==> src/rtl/alu_iter.sv <==
// Iterative ALU: single-cycle logic/arithmetic ops, shift-add multiply.
// Valid/ready handshake on both request and result sides.
module alu_iter #(
    parameter int WIDTH = 32
) (
    input  logic             clk,
    input  logic             rst_n,
    input  logic             in_valid,
    output logic             in_ready,
    input  logic [2:0]       sel,
    input  logic [WIDTH-1:0] a,
    input  logic [WIDTH-1:0] b,
    output logic             out_valid,
    input  logic             out_ready,
    output logic [WIDTH-1:0] result,
    output logic             carry,
    output logic             overflow,
    output logic             zero,
    output logic             negative
);
    localparam int SW = $clog2(WIDTH);
    localparam int M = WIDTH - 1;

    typedef enum logic [1:0] {IDLE, BUSY, DONE} state_t;

    state_t               state;
    logic [2*WIDTH-1:0]   acc;
    logic [2*WIDTH-1:0]   mc;
    logic [2*WIDTH-1:0]   acc_nxt;
    logic [WIDTH-1:0]     mb;
    logic [SW-1:0]        cnt;
    logic [WIDTH:0]       sum;
    logic [WIDTH-1:0]     r;
    logic                 c;
    logic                 v;
    logic                 lt;

    assign in_ready = rst_n && (state == IDLE);
    assign lt = $signed(a) < $signed(b);
    assign acc_nxt = acc + (mb[0] ? mc : '0);

    always_comb begin
        sum = '0;
        r = '0;
        c = 1'b0;
        v = 1'b0;
        unique case (sel)
            3'b000: begin
                sum = {1'b0, a} + {1'b0, b};
                r = sum[M:0];
                c = sum[WIDTH];
                v = (a[M] == b[M]) && (r[M] != a[M]);
            end
            3'b001: begin
                sum = {1'b0, a} + {1'b0, ~b} + {{WIDTH{1'b0}}, 1'b1};
                r = sum[M:0];
                c = sum[WIDTH];
                v = (a[M] != b[M]) && (r[M] != a[M]);
            end
            3'b010: r = a ^ b;
            3'b011: r = {{(WIDTH-1){1'b0}}, lt};
            3'b100: r = ~(a | b);
            3'b101: r = ~(a & b);
            3'b111: r = a << b[SW-1:0];
            default: r = '0;
        endcase
    end

    always_ff @(posedge clk) begin
        if (!rst_n) begin
            state <= IDLE;
            out_valid <= 1'b0;
            result <= '0;
            carry <= 1'b0;
            overflow <= 1'b0;
            zero <= 1'b0;
            negative <= 1'b0;
        end else begin
            unique case (state)
                IDLE: begin
                    if (in_valid) begin
                        if (sel == 3'b110) begin
                            acc <= '0;
                            mc <= {{WIDTH{1'b0}}, a};
                            mb <= b;
                            cnt <= '0;
                            state <= BUSY;
                        end else begin
                            result <= r;
                            carry <= c;
                            overflow <= v;
                            zero <= (r == '0);
                            negative <= r[M];
                            out_valid <= 1'b1;
                            state <= DONE;
                        end
                    end
                end
                BUSY: begin
                    acc <= acc_nxt;
                    mc <= mc << 1;
                    mb <= mb >> 1;
                    cnt <= cnt + SW'(1);
                    // last multiplier bit folds straight into the result
                    if (cnt == SW'(WIDTH - 1)) begin
                        result <= acc_nxt[M:0];
                        carry <= |acc_nxt[2*WIDTH-1:WIDTH];
                        overflow <= 1'b0;
                        zero <= (acc_nxt[M:0] == '0);
                        negative <= acc_nxt[M];
                        out_valid <= 1'b1;
                        state <= DONE;
                    end
                end
                DONE: begin
                    if (out_ready) begin
                        out_valid <= 1'b0;
                        state <= IDLE;
                    end
                end
                default: state <= IDLE;
            endcase
        end
    end
endmodule

==> config.mk <==
export PLATFORM = sky130hd
export DESIGN_NAME = alu_iter
export DESIGN_NICKNAME = d
export VERILOG_FILES = /design/src/rtl/alu_iter.sv
export SDC_FILE = /design/constraint.sdc
export NUM_CORES = 1
export LEC_CHECK = 0
export CELL_PAD_IN_SITES_DETAIL_PLACEMENT = 2
export CELL_PAD_IN_SITES_GLOBAL_PLACEMENT = 2
export CORE_MARGIN = 2
export CORE_UTILIZATION = 38
export CTS_CLUSTER_DIAMETER = 80
export DETAILED_ROUTE_END_ITERATION = 10
export GPL_TIMING_DRIVEN = 0
export HOLD_SLACK_MARGIN = 0.06
export PLACE_DENSITY_LB_ADDON = 0.1
export SYNTH_ARGS = -nofsm -noshare
export SYNTH_HDL_FRONTEND = slang
export SYNTH_SLANG_ARGS = --single-unit
==> constraint.sdc <==
create_clock -name clk -period 11.4 [get_ports clk]
set_input_delay 2.28 -clock clk [delete_from_list [all_inputs] [get_ports clk]]
set_output_delay 2.28 -clock clk [all_outputs]
set_load 0.03 [all_outputs]
==> impl_metrics.ini <==
[cells_and_area]
drive_above_1_share_pct = 5.52
nFillCells = 5795
area_delta_synth_final_pct = 15.4
fin_nets = 2812
final_cell_mix = 239 x nand2_1, 224 x nor2_1, 202 x a21oi_1
final_area_um2 = 23000
layout_commonest_cell = nand2_1

[place]
gp_congestion = 1.00
dpl_worst_slack_ps = 2060
placed_area_um2 = 21900
io_buffers = 107
hpwl_mm = 82.8

[min_path]
hp-class = reg2reg
min_from = result[14]

[worst_setup_path]
crit_chain = clkdlybuf4s50_1 -> buf_2 -> buf_2 -> inv_2 -> clkbuf_1 -> clkbuf_1 -> ha_1 -> clkbuf_1 -> o21bai_1 -> a2111oi_2 -> nor3_1 -> a211oi_1 -> nor2b_1 -> o32ai_1 -> nor2_1 -> and4b_1 -> nand4_1 -> or4_1 -> o211ai_1
r2r_start = mb[0]
cp.arrival_ps = 9580
rrSetupSlack_ps = 4820
start_kind = input port
critical_path_required_ps = 11930
crit_top_cell = clkbuf_1
end_kind = flip-flop
reg2reg_depth = 15
path_depth = 19
path_max_fanout = 11
path_class = in2reg
cp_top_family = buffers and inverters
crit_path_start = b[2]
endpoint = zero
r2r-end = carry
critical_path_buf_inv_count = 7
max_stage_delay_ps = 960
cp_slowest_cell = a211oi_1

[clocking]
clkLatencyLatePin_ps = 620
clk_pin_slew_worst_paths_ps = 60
postCtsHoldBufs = 0
cts.repair.resized = 0
cts_tree = built
cts-root-buf = clkbuf_16
htree_levels = 1
cts_buffer_depth = 3
cts_buffers = 31
clock-sinks = 203
cts_setup_buffers = 0

[timing]
final-hold-violation-count = 0
rsz0062_at_grt = no
setup_viol = 0
period_share_pct = 79.4
fin_crit_ps = 9050
relSlewSlack_pct = 8.73
maxSlewViolCount = 0
post-route-worst-setup-slack_ps = 2350
fmax_mhz = 110
clock_skew_ps = 20.8
tightestPinTransition_ps = 1360

[route]
vias_per_cell = 6.40
route.detailed.drc = 0
routed_wl_mm = 103
ant_nets = 0
drtPass1Iterations = 6
first_iter_violations = 1820
wl_per_cell_um = 31.4
num_vias = 20900

[global_route]
grt_overflow_total = 0
antenna_found_initial = 5
grt_pass1_wl_mm = 151
grt_max_degree = 35
grt_pass1_vias = 22500
grt_use_total_pct = 37.6

[logic_synthesis]
synth_async_sr_flop_share_pct = 0
synthCells = 2421
syn_avg_cell_area_um2 = 8.22
synth_top_area_cell = edfxtp_1
yosysUniqueCellTypes = 95
synth-edff-count = 165
synth_top_area_share_pct = 24.9
ys_seq_area_share_pct = 28.7
synth_seq_cells = 203
ys_warn_count = 0
synthFlopType = edfxtp_1
syn-num-nets = 2667
synthTopCellsByArea = edfxtp_1 25%, ha_1 11%, a21oi_1 5.1%, o21ai_0 4.7%, nand2_1 4.5%
synth.cell_area_um2 = 19900

[die]
die_h_um = 233
start_util_pct = 38.6
die-area_um2 = 54200
io_pins = 109
rows = 83
coreArea_um2 = 51500
fp.dieW_um = 233

[power]
power_leakage_nw = 8.59
power.total_mw = 2.55
peakVddDrop_uv = 118
pwr_density_cell_nw_per_um2 = 111

[status]
status = finished clean

[run]
max-cap-violations = 0
[cells by family (layout without fill, tap and decap cells)]
family | Yosys count | in the layout | share of synthesized area [%]
AND/OR/NAND/NOR | 849 | 849 | 20.9
AO/OA/AOI/OAI | 781 | 781 | 25.4
buffers and inverters | 270 | 440 | 5.31
flip-flops | 203 | 203 | 28.7
adder cells (fa/ha/maj) | 175 | 175 | 11.1
multiplexers | 76 | 76 | 5.61
XOR/XNOR | 67 | 67 | 2.95
other | 0 | 2 | 0
[power by group]
part | leakage [nW] | total (mW) | switching [mW] | internal [mW]
combinational | 6.24 | 0.739 | 0.505 | 0.233
sequential | 1.84 | 0.834 | 0.0124 | 0.822
clock | 0.502 | 0.980 | 0.409 | 0.571
[layer usage]
| metal | vias up | GRT usage [%] | share of wire, % |
|---|---|---|---|
| li1 | 9181 | - | - |
| met1 | 10700 | 47.6 | 42 |
| met2 | 765 | 63.7 | 47 |
| met3 | 255 | 5.56 | 5.6 |
| met4 | 4 | 15.8 | 4.9 |
| met5 | - | 0 | 0.053 |
[synthesized netlist by cell type (22+ instances only)]
cell type / number
a211oi_1: 28
a21boi_0: 28
a21o_1: 34
a21oi_1: 202
a22oi_1: 29
a31oi_1: 23
and2_1: 123
clkbuf_1: 125
dfxtp_1: 38
edfxtp_1: 165
ha_1: 172
inv_1: 109
mux2i_1: 34
mux4_2: 27
nand2_1: 239
nand2b_1: 25
nand3_1: 50
nand4_1: 38
nor2_1: 225
nor2b_1: 25
nor3_1: 28
o211ai_1: 25
o21ai_0: 187
o21bai_1: 22
o22ai_1: 23
o31ai_1: 26
xnor2_1: 38
xor2_1: 29
[area by class of cell]
| class | count | area, um2 | share of cell area [%] |
|---|---|---|---|
| tap | 680 | 851 | 3.71 |
| multi-input combinational | 1948 | 13100 | 57.2 |
| buffer | 157 | 633 | 2.76 |
| sequential | 203 | 5720 | 24.9 |
| clock inverter | 13 | 136 | 0.594 |
| timing repair buffer | 112 | 1170 | 5.10 |
| antenna | 2 | 5.00 | 0.0218 |
| inverter | 113 | 424 | 1.85 |
| clock buffer | 45 | 890 | 3.87 |
[state kept, by name (all words and copies together), names as in the netlist]
name       flops
mc            64
overflow       1
acc           64
negative       1
zero           1
out_valid      1
carry          1
mb            32
cnt            5
result        31
state          2
[worst register-to-register path, stage by stage (launching register included)]
cell      delay, ps
edfxtp_1        320
clkbuf_1        610
clkbuf_1        550
and2_1          240
ha_1            320
a21oi_1         510
o211ai_1        170
a22o_1          280
nor3_1         1070
nand2_1         260
o311ai_0        880
nand2_1         100
nor4_1          380
and4_1          310
nand4_1         190
a22o_1          270
[how the worst min path moves through the flow]
| stage | cells past startpoint | to | slack [ps] |
|---|---|---|---|
| floorplan | 2 | mb[0] | 500 |
| global placement | 2 | result[27] | 440 |
| detailed placement | 2 | result[6] | 470 |
| CTS | 2 | result[6] | 470 |
| global route | 2 | result[27] | 500 |
| finish | 2 | result[14] | 470 |
[per-stage QoR]
stage | std cells | setup TNS (ps) | utilization [%] | hold WS [ps]
after global placement | 3208 | -591770 | 42.4 | 443
after detailed placement | 3213 | 0 | 42.6 | 466
final | 3273 | 0 | 44.6 | 468
after global routing | 3271 | 0 | 44.6 | 499
after CTS | 3271 | 0 | 44.6 | 473
after floorplan | 2421 | 0 | - | 496
Power figures use the tool's default switching activity.
